### src/rtl/sync_fifo_param.sv
// Parametrised single-clock FIFO using all DEPTH entries, with occupancy count,
// programmable almost-full/empty thresholds, optional FWFT read and sticky error flags.
module sync_fifo_param #(
    parameter int unsigned DATA_W    = 16,
    parameter int unsigned DEPTH     = 8,
    parameter int unsigned AF_THRESH = DEPTH - 2,
    parameter int unsigned AE_THRESH = 2,
    parameter bit          FWFT      = 1'b0
) (
    input  logic                     clk,
    input  logic                     rst,
    input  logic                     data_1_en,
    input  logic [DATA_W-1:0]        data_1,
    input  logic                     data_2_rd,
    input  logic                     err_clr,
    output logic [DATA_W-1:0]        data_2,
    output logic                     data_2_valid,
    output logic                     buffer_empty,
    output logic                     buffer_full,
    output logic                     almost_full,
    output logic                     almost_empty,
    output logic [$clog2(DEPTH):0]   level,
    output logic                     overflow,
    output logic                     underflow
);

    localparam int unsigned PtrW = $clog2(DEPTH);
    localparam int unsigned LvlW = PtrW + 1;

    logic [DATA_W-1:0] mem [DEPTH];
    logic [PtrW-1:0]   wr_ptr_q;
    logic [PtrW-1:0]   rd_ptr_q;
    logic [LvlW-1:0]   level_q;
    logic              overflow_q;
    logic              underflow_q;
    logic              wr_acc;
    logic              rd_acc;

    // Status flags decode the registered level only, so acceptance never sees a same-cycle op.
    assign buffer_empty = (level_q == '0);
    assign buffer_full  = (level_q == LvlW'(DEPTH));
    assign almost_full  = (level_q >= LvlW'(AF_THRESH));
    assign almost_empty = (level_q <= LvlW'(AE_THRESH));
    assign level        = level_q;
    assign overflow     = overflow_q;
    assign underflow    = underflow_q;

    assign wr_acc = data_1_en && !buffer_full;
    assign rd_acc = data_2_rd && !buffer_empty;

    // Storage is deliberately not reset; requests during reset are dropped.
    always_ff @(posedge clk) begin
        if (!rst && wr_acc) begin
            mem[wr_ptr_q] <= data_1;
        end
    end

    always_ff @(posedge clk) begin
        if (rst) begin
            wr_ptr_q <= '0;
            rd_ptr_q <= '0;
            level_q  <= '0;
        end else begin
            if (wr_acc) begin
                wr_ptr_q <= wr_ptr_q + PtrW'(1);
            end
            if (rd_acc) begin
                rd_ptr_q <= rd_ptr_q + PtrW'(1);
            end
            if (wr_acc && !rd_acc) begin
                level_q <= level_q + LvlW'(1);
            end else if (rd_acc && !wr_acc) begin
                level_q <= level_q - LvlW'(1);
            end
        end
    end

    // Set has priority over clear so an error coinciding with err_clr is not lost.
    always_ff @(posedge clk) begin
        if (rst) begin
            overflow_q  <= 1'b0;
            underflow_q <= 1'b0;
        end else begin
            overflow_q  <= (data_1_en && buffer_full) || (overflow_q && !err_clr);
            underflow_q <= (data_2_rd && buffer_empty) || (underflow_q && !err_clr);
        end
    end

    if (FWFT) begin : g_fwft
        assign data_2       = mem[rd_ptr_q];
        assign data_2_valid = !buffer_empty;
    end else begin : g_reg
        logic [DATA_W-1:0] data_2_q;
        logic              valid_q;

        always_ff @(posedge clk) begin
            if (rst) begin
                data_2_q <= '0;
                valid_q  <= 1'b0;
            end else begin
                valid_q <= rd_acc;
                if (rd_acc) begin
                    data_2_q <= mem[rd_ptr_q];
                end
            end
        end

        assign data_2       = data_2_q;
        assign data_2_valid = valid_q;
    end

endmodule

### config.mk
export PLATFORM = sky130hd
export DESIGN_NAME = sync_fifo_param
export DESIGN_NICKNAME = d
export VERILOG_FILES = /design/src/rtl/sync_fifo_param.sv
export SDC_FILE = /design/constraint.sdc
export NUM_CORES = 1
export LEC_CHECK = 0
export ABC_AREA = 1
export CAP_MARGIN = 40
export CORE_MARGIN = 5
export CORE_UTILIZATION = 40
export CTS_BUF_LIST = sky130_fd_sc_hd__clkbuf_4 sky130_fd_sc_hd__clkbuf_8
export CTS_CLUSTER_DIAMETER = 120
export DETAILED_ROUTE_END_ITERATION = 16
export GPL_TIMING_DRIVEN = 0
export HOLD_SLACK_MARGIN = 0.03
export PLACE_DENSITY = 0.54
export SLEW_MARGIN = 10
export SYNTH_ARGS = -nofsm -noshare
export SYNTH_HDL_FRONTEND = slang
export SYNTH_SLANG_ARGS = --single-unit
### constraint.sdc
create_clock -name clk -period 4.5 [get_ports clk]
set_input_delay 0.9 -clock clk [delete_from_list [all_inputs] [get_ports clk]]
set_output_delay 0.9 -clock clk [all_outputs]
set_load 0.005 [all_outputs]
==> flow_summary_export.csv <==
group,metric,value,unit
outcome,status,"completed",
detailed_routing,wire_per_inst,17.55,um
die,start_util,40.77,%
clock_tree,hold_buffers,0,
clock_tree,path_clk_slew,0.08,ns
yosys,synth_top_area_cell,"edfxtp_1",
layout,multi_input_area,1737,um2
pwr,leakage,3.333,nW
hold_path,min_path_type,"flip-flop to flip-flop",
clock_tree,clock_sinks,157,
detailed_routing,routed_wl,17060,um
worst_setup_path,crit_type,"flip-flop to output pin",
worst_setup_path,slowest_stage,"clkdlybuf4s50_1",
sta,timing.final.hold_violations,0,
worst_setup_path,cp_num_buf_inv,2,
yosys,ys_warn_count,0,
worst_setup_path,reg2reg_depth,13,
placed_design,io_buffers,47,
placed_design,gp_congestion,0.8029,
worst_setup_path,cp_data_required_time,3.60,ns
placed_design,place.detailed.hpwl,11510,um
sta,fin_crit_sh,58.84,%
worst_setup_path,start_kind,"flip-flop",
die,die_area,19600,um2
detailed_routing,final_antenna_net_count,0,
die,die_y,140,um
yosys,ys_seq_area_share,65.45,%
clock_tree,max-clock-path-buffers,2,
worst_setup_path,arrival,1.75,ns
clock_tree,clock_latency,0.45,ns
detailed_routing,drt_pass1_iterations,5,
worst_setup_path,cp_top_family,"buffers and inverters",
worst_setup_path,cp-end-kind,"output pin",
global_route,grt.total_usage,17.87,%
clock_tree,numCtsBuffers,17,
sta,clock_skew,0.01037,ns
yosys,syn_inst,662,
yosys,synth_edf_count,128,
detailed_routing,via_per_inst,4.893,
sta,tightest_slew,0.8096,ns
sta,max-slew-margin-rel,46.03,%
run,max_cap_violations,0,
sta,finalSetupViolations,0,
layout,n_antenna_cell,0,
worst_setup_path,crit_cells,4,
clock_tree,htreeDepth,4,
worst_setup_path,critPathMaxStageDelay,0.50,ns
die,ios,48,
sta,fmax,377.7,MHz
clock_tree,postCtsResizedCells,0,
hold_path,hold_depth,2,
global_route,grt_max_degree,17,
pwr,ir_drop,0.0002445,V
worst_setup_path,crit_path_max_fanout,7,
layout,design_area,8036,um2
yosys,synth_top_flop_cell,"edfxtp_1",
global_route,antenna_found_initial,0,
detailed_routing,drc,0,
die,die_w,140,um
yosys,ys_ff_latch,157,
yosys,netlist_area,6760,um2
die,core.rowCount,47,
layout,drive_above_1_share,13.56,%
pwr,power_density,505.4,nW/um2
yosys,synth_area_leaders,"edfxtp_1 (57%), nand2_1 (11%), dfxtp_1 (8.6%)",
detailed_routing,vias,4756,
sta,layout_setup_ws,1.852,ns
placed_design,pre_cts_slack,1.432,ns
sta,slew_violations,0,
yosys,ys_types,26,
layout,fillerInstances,1521,
clock_tree,cts.root.buffer_cell,"clkbuf_8",
yosys,synth.most_common_cell,"nand2_1",
global_route,overflow,0,
layout,areaGrowthSynthToFinish,18.88,%
clock_tree,cts_setup_buffers,0,
yosys,synthTopCellsByCount,"nand2_1 (193), edfxtp_1 (128), inv_1 (113), nand3_1 (91), dfxtp_1 (29)",
yosys,avgSynthCellArea,10.21,um2
die,placeableCoreArea,16580,um2
yosys,synthArstFlopShare,0,%
global_route,grt_pass1_wl,26180,um
global_route,grt_pass1_vias,4508,
detailed_routing,first_iter_violations,425,
clock_tree,cts_tree,"yes",
sta,rsz0062_at_grt,"no",
layout,regArea,4424,um2
yosys,syn_nets,689,
worst_setup_path,path_cells,"nor2_1, nand3_1, inv_1, clkdlybuf4s50_1",
placed_design,post_dp_cell_area,7684,um2
sta,min_period,2.648,ns
yosys,yosysTopAreaCellShare,56.86,%
layout,final_nets,767,
stage by stage:
step | std cells | util [%] | hold slack (ns) | power [mW] | TNS, ns
after floorplan | 662 | - | 0.4600 | 2.571 | 0
after global placement | 929 | 45.26 | 0.4577 | 3.076 | -2.667
after detailed placement | 941 | 46.33 | 0.4621 | 3.118 | 0
after CTS | 972 | 48.46 | 0.4733 | 4.089 | 0
after global routing | 972 | 48.46 | 0.4999 | 4.294 | 0
final | 972 | 48.46 | 0.4678 | 4.061 | 0
registers in the layout (all words and copies together) (netlist names):
name and count:
rd_ptr_q 3, wr_ptr_q 3, underflow 1, data_2_valid 1, data_2 16, overflow 1
mem 128, level 4
area by class of cell:
type	instances	share of cell area, %
sequential	157	55.05
multi-input combinational	359	21.61
timing repair buffer	59	7.691
inverter	117	5.527
tap	220	3.425
clock buffer	19	3.098
buffer	29	2.304
clock inverter	12	1.292
logic make-up after synthesis:
group | count (synthesis) | synth area share, %
fa+ha+maj | 6 | 1.222
simple gates | 318 | 20.71
compound gates | 32 | 2.924
buf+inv | 146 | 9.310
xor+xnor | 3 | 0.3887
flops | 157 | 65.45
worst register-to-register path: stages, from the launching register on:
cell,delay [ns]
dfxtp_1,0.40
nor2_1,0.18
nand3_1,0.12
nand2_1,0.19
inv_1,0.13
ha_1,0.24
inv_1,0.12
ha_1,0.26
or2_2,0.31
nand2_1,0.07
nand2_1,0.05
nand2_1,0.06
nand2_1,0.05
a21oi_1,0.10
per-layer routing:
| layer | track usage [%] | share of wire (%) |
|---|---|---|
| met1 | 24.88 | 44 |
| met2 | 27.86 | 46 |
| met3 | 3.442 | 7.7 |
| met4 | 6.782 | 2.5 |
| met5 | 0 | 0 |
cells in the final DEF (no fill, tap or decap), drive strengths merged:
master	count
clkdlybuf4s50	47
nor3	4
o21ai	8
or2	3
ha	5
buf	38
dfxtp	29
nor2	13
and3	2
nand3	101
bufinv	2
edfxtp	128
clkbuf	22
clkinv	10
fa	1
xor2	3
nand2	195
inv	117
a21oi	24
final timing paths:
path,start,to,slack [ns]
min,data_2[11],data_2[11],0.47
min reg2reg,data_2[11],data_2[11],0.47
max reg2reg,level[1],level[3],2.14
max,level[1],buffer_full,1.85
power breakdown:
| part | internal (mW) | switching (mW) | total, mW | leakage (nW) |
|---|---|---|---|---|
| clock network | 0.486 | 0.490 | 0.977 | 0.187 |
| logic | 0.529 | 0.799 | 1.33 | 1.75 |
| registers | 1.68 | 0.0763 | 1.76 | 1.39 |
| total | 2.70 | 1.37 | 4.06 | 3.33 |
No activity file was read; power rests on OpenSTA's default activity.
==> edit 1: new RTL, same settings <==
Make the reset (`rst`) asynchronous in 3 clocked blocks.
--- a/src/rtl/sync_fifo_param.sv
+++ b/src/rtl/sync_fifo_param.sv
@@ -57,3 +57,3 @@
 
-    always_ff @(posedge clk) begin
+    always_ff @(posedge clk or posedge rst) begin
         if (rst) begin
@@ -78,3 +78,3 @@
     // Set has priority over clear so an error coinciding with err_clr is not lost.
-    always_ff @(posedge clk) begin
+    always_ff @(posedge clk or posedge rst) begin
         if (rst) begin
@@ -95,3 +95,3 @@
 
-        always_ff @(posedge clk) begin
+        always_ff @(posedge clk or posedge rst) begin
             if (rst) begin
Formal check against the unedited RTL: differs if rst is asserted again (counterexample within 4 cycles, from zero or initial values and one cycle with rst high); with rst held inactive, the same outputs for 10 cycles.
==> edit 1 against the unedited design <==
  * Sequential cell count unchanged
  * Wire length is 1.9% lower
  * Die area decreased by 0.53%
  * Final area up 0.45%
  * Total power up 21%
  * Clock power rose by 22%
  * Worst setup slack got worse by 0.090 ns
  * Non-clock buffer count decreased by 6
  * Area after synthesis shrank 0.57%
  * Largest power group unchanged
==> edit 1: results (changes against the unedited design) <==
Floorplan
  • Die ar.: 0.0195 mm2 (was 0.0196 mm2)

STA
  • Hold slack: 0.484 ns (was 0.468 ns)

Route
  • Via density: 4.81 (was 4.89)
  • Met2 WL: 7840 um (was 7780 um)

Critical path
  • FF-to-FF End: level[3] (unchanged)
  • R2R depth: 12 (was 13)
  • R2R Setup Slk: 1.99 ns (was 2.14 ns)
  • Crit path to: mem[2][11] (was buffer_full)
  • Crit path launch: rst (was level[1])
  • CP max FO: 33 (was 7)

Cells and area
  • Inverter count: 113 (was 117)
  • Clk tree area frac: 0.0561 (was 0.0439)
  • Multi-input gates: 354 (was 359)
  • Layout cells sized above 1: 0.107 (was 0.136)
  • Clock buf count: 17 (was 19)
  • Buffering overhead: 0.0925 (was 0.100)
  • Fin nets: 752 (was 767)

Logic synthesis
  • Mapped Avg Cell Area: 10.3 um2 (was 10.2 um2)
  • Register area share after synthesis: 0.680 (was 0.654)
  • Post-synthesis cell type count: 23 (was 26)

Place
  • Cell count after placement: 926 (was 941)
  • Routability cong.: 0.756 (was 0.803)
  • HPWL Detailed: 10600 um (was 11500 um)

GRT
  • Met2 usage in global routing: 0.282 (was 0.279)
  • Largest net degree at the start of global routing: 34 (was 17)

Outcome
  • Status: complete, no violations (unchanged)

Pwr
  • Peak supply drop: 0.228 mV (was 0.244 mV)
[edit 1: cell types whose count changed after synthesis, moves of 10 or more]
cell,change
dfxtp_1,-29
nand2_1,+24
a21oi_2,-10
nand3_2,-10
nand3_1,+12
a21oi_1,-14
dfrtp_1,+29
[edit 1: cells by family after synthesis]
| family | count (synthesis) | synth area share |
|---|---|---|
| simple gates | 338 | 0.212 |
| flops | 157 | 0.680 |
| buf+inv | 140 | 0.0845 |
| fa+ha+maj | 6 | 0.0123 |
| compound gates | 5 | 0.00372 |
| xor+xnor | 5 | 0.00763 |
[edit 1: power breakdown]
part           leakage, uW  total [uW]  internal (uW)  switching, uW
Sequential         0.00151        1910           1790            119
Combinational      0.00180        1830            684           1140
Clock             0.000224        1190            660            527
[edit 1: worst max-delay path, cell delays in order]
cell and delay [ns]:
clkdlybuf4s50_1 0.41, inv_2 0.56, nand3_1 0.25, nor2_2 0.51, buf_8 0.24
==> edit 2: new RTL, same flow settings <==
Without the edit above. The parameter `DATA_W` goes from 16 to 24.
--- a/src/rtl/sync_fifo_param.sv
+++ b/src/rtl/sync_fifo_param.sv
@@ -3,3 +3,3 @@
 module sync_fifo_param #(
-    parameter int unsigned DATA_W    = 16,
+    parameter int unsigned DATA_W    = 24,
     parameter int unsigned DEPTH     = 8,
Interface: changed (resized data_1 and data_2); port bits go from 48 to 64. The function was not compared with the original's and may differ.
==> edit 2 against the unedited design <==
  * Total power rose by 51%
  * Largest cell class unchanged
  * Worst setup slack got worse by 0.16 ns
  * Critical path depth rose by 2
  * Wire length rose by 45%
  * Area after synthesis rose by 44%
  * Sequential cell count rose by 72
  * Final area rose by 47%
  * Final cell count rose by 48%
==> edit 2: results (changes against the unedited design) <==
Outcome
  • Status: complete, no violations (unchanged)

GRT
  • All-Layer GR Usage: 0.179 (about the same)
  • First-pass GRT wire length: 37900 um (was 26200 um)
  • Initial antenna violation count: 1 (was 0)
  • Vias in the first global route: 6601 (was 4508)
  • Largest net degree at the start of global routing: 20 (was 17)

Critical path
  • Worst Path Arrival: 3.03 ns (was 1.75 ns)
  • Crit start category: primary input (was register)
  • CP max stage cell: nor3_2 (was clkdlybuf4s50_1)
  • Crit path to: mem[6][17] (was buffer_full)
  • R2R Setup Slk: 2.00 ns (was 2.14 ns)
  • Reg-to-Reg Start: level[0] (was level[1])
  • R2R depth: 8 (was 13)

Logic synthesis
  • Post-synthesis cell type count: 22 (was 26)
  • Synth cell count leaders: nand2_1 (238), inv_1 (210), edfxtp_1 (192) (was nand2_1 (193), edfxtp_1 (128), inv_1 (113))
  • Syn nets: 1002 (was 689)
  • Synth top area cells: edfxtp_1 (59%), nand2_1 (9.2%), inv_1 (8.1%) (was edfxtp_1 (57%), nand2_1 (11%), dfxtp_1 (8.6%))
  • Register area share after synthesis: 0.670 (was 0.654)

Route
  • Wire per inst: 17.1 um (was 17.5 um)
  • Via density: 4.61 (was 4.89)
  • Starting DRT DRC Count: 486 (was 425)

STA
  • Skew final: 0.0118 ns (was 0.0104 ns)
  • Worst slew margin: 0.462 (was 0.460)

Place
  • I/O Buffers: 63 (was 47)
  • Pre-CTS worst setup slack: 1.16 ns (was 1.43 ns)
  • HPWL Detailed: 16000 um (was 11500 um)

Cells and area
  • Layout cells sized above 1: 0.111 (was 0.136)
  • Fin nets: 1122 (was 767)
  • Number of flip-flops in the largest register: 192 (was 128)

Pwr
  • Peak supply drop: 0.208 mV (was 0.244 mV)
  • P_leak: 0.00511 uW (was 0.00333 uW)

Clocking
  • Htree depth: 2 (was 4)
  • Reg clk slew, reported paths: 0.06 ns (was 0.08 ns)
  • Total CTS buffers: 39 (was 17)
-- edit 2: area by class of cell --
cell class | count | area, um2
plain buffers | 44 | 238
clock buffers | 56 | 677
clock inverters | 13 | 130
fillers | 2292 | 12300
inverters | 214 | 803
multi-input cells | 480 | 2220
flip-flops and latches | 229 | 6510
well taps | 324 | 405
repair buffers | 79 | 838
-- edit 2: stage by stage --
| step | instance area (um2) | cells | power (uW) | hold slack, ns |
|---|---|---|---|---|
| 2_1_floorplan | 9720 | 967 | 3520 | 0.489 |
| 3_3_place_gp | 10800 | 1354 | 4250 | 0.517 |
| 3_5_place_dp | 11000 | 1370 | 4270 | 0.528 |
| 4_1_cts | 11800 | 1439 | 6220 | 0.536 |
| 5_1_grt | 11800 | 1439 | 6520 | 0.562 |
| 6_report | 11800 | 1439 | 6150 | 0.537 |
-- edit 2: layer usage --
layer / share of wire / GRT usage / wire length, um / vias up
li1: - / - / - / 3342
met1: 0.45 / 0.238 / 11000 / 3073
met2: 0.48 / 0.301 / 11800 / 166
met3: 0.052 / 0.0328 / 1270 / 52
met4: 0.025 / 0.0563 / 622 / 0
met5: 0 / 0 / 0 / -
-- edit 2: report_power, final --
part           switching [uW]  leakage, uW  total, uW  internal [uW]
clock network             798     0.000427       1930           1140
registers                84.1      0.00204       2540           2460
logic                    1040      0.00264       1680            637
total                    1920      0.00511       6150           4230
-- edit 2: cell families after synthesis --
family | synth area share
AO/OA/AOI/OAI | 0.0355
XOR/XNOR | 0.00180
adder cells (fa/ha/maj) | 0.00850
buffers and inverters | 0.107
flip-flops | 0.670
AND/OR/NAND/NOR | 0.177
-- edit 2: worst min path at each step --
stage / start / to / slack, ns / cells past startpoint
global route: level[3] / level[3] / 0.56 / 2
finish: level[3] / level[3] / 0.54 / 2
CTS: overflow / overflow / 0.54 / 3
global placement: wr_ptr_q[2] / wr_ptr_q[2] / 0.52 / 2
floorplan: wr_ptr_q[2] / wr_ptr_q[2] / 0.49 / 2
detailed placement: level[3] / level[3] / 0.53 / 2
-- edit 2: critical path, delay by kind of cell --
| family | cells | cell delay (ns) |
|---|---|---|
| and+or+nand+nor | 2 | 0.84 |
| buffers and inverters | 4 | 1.28 |
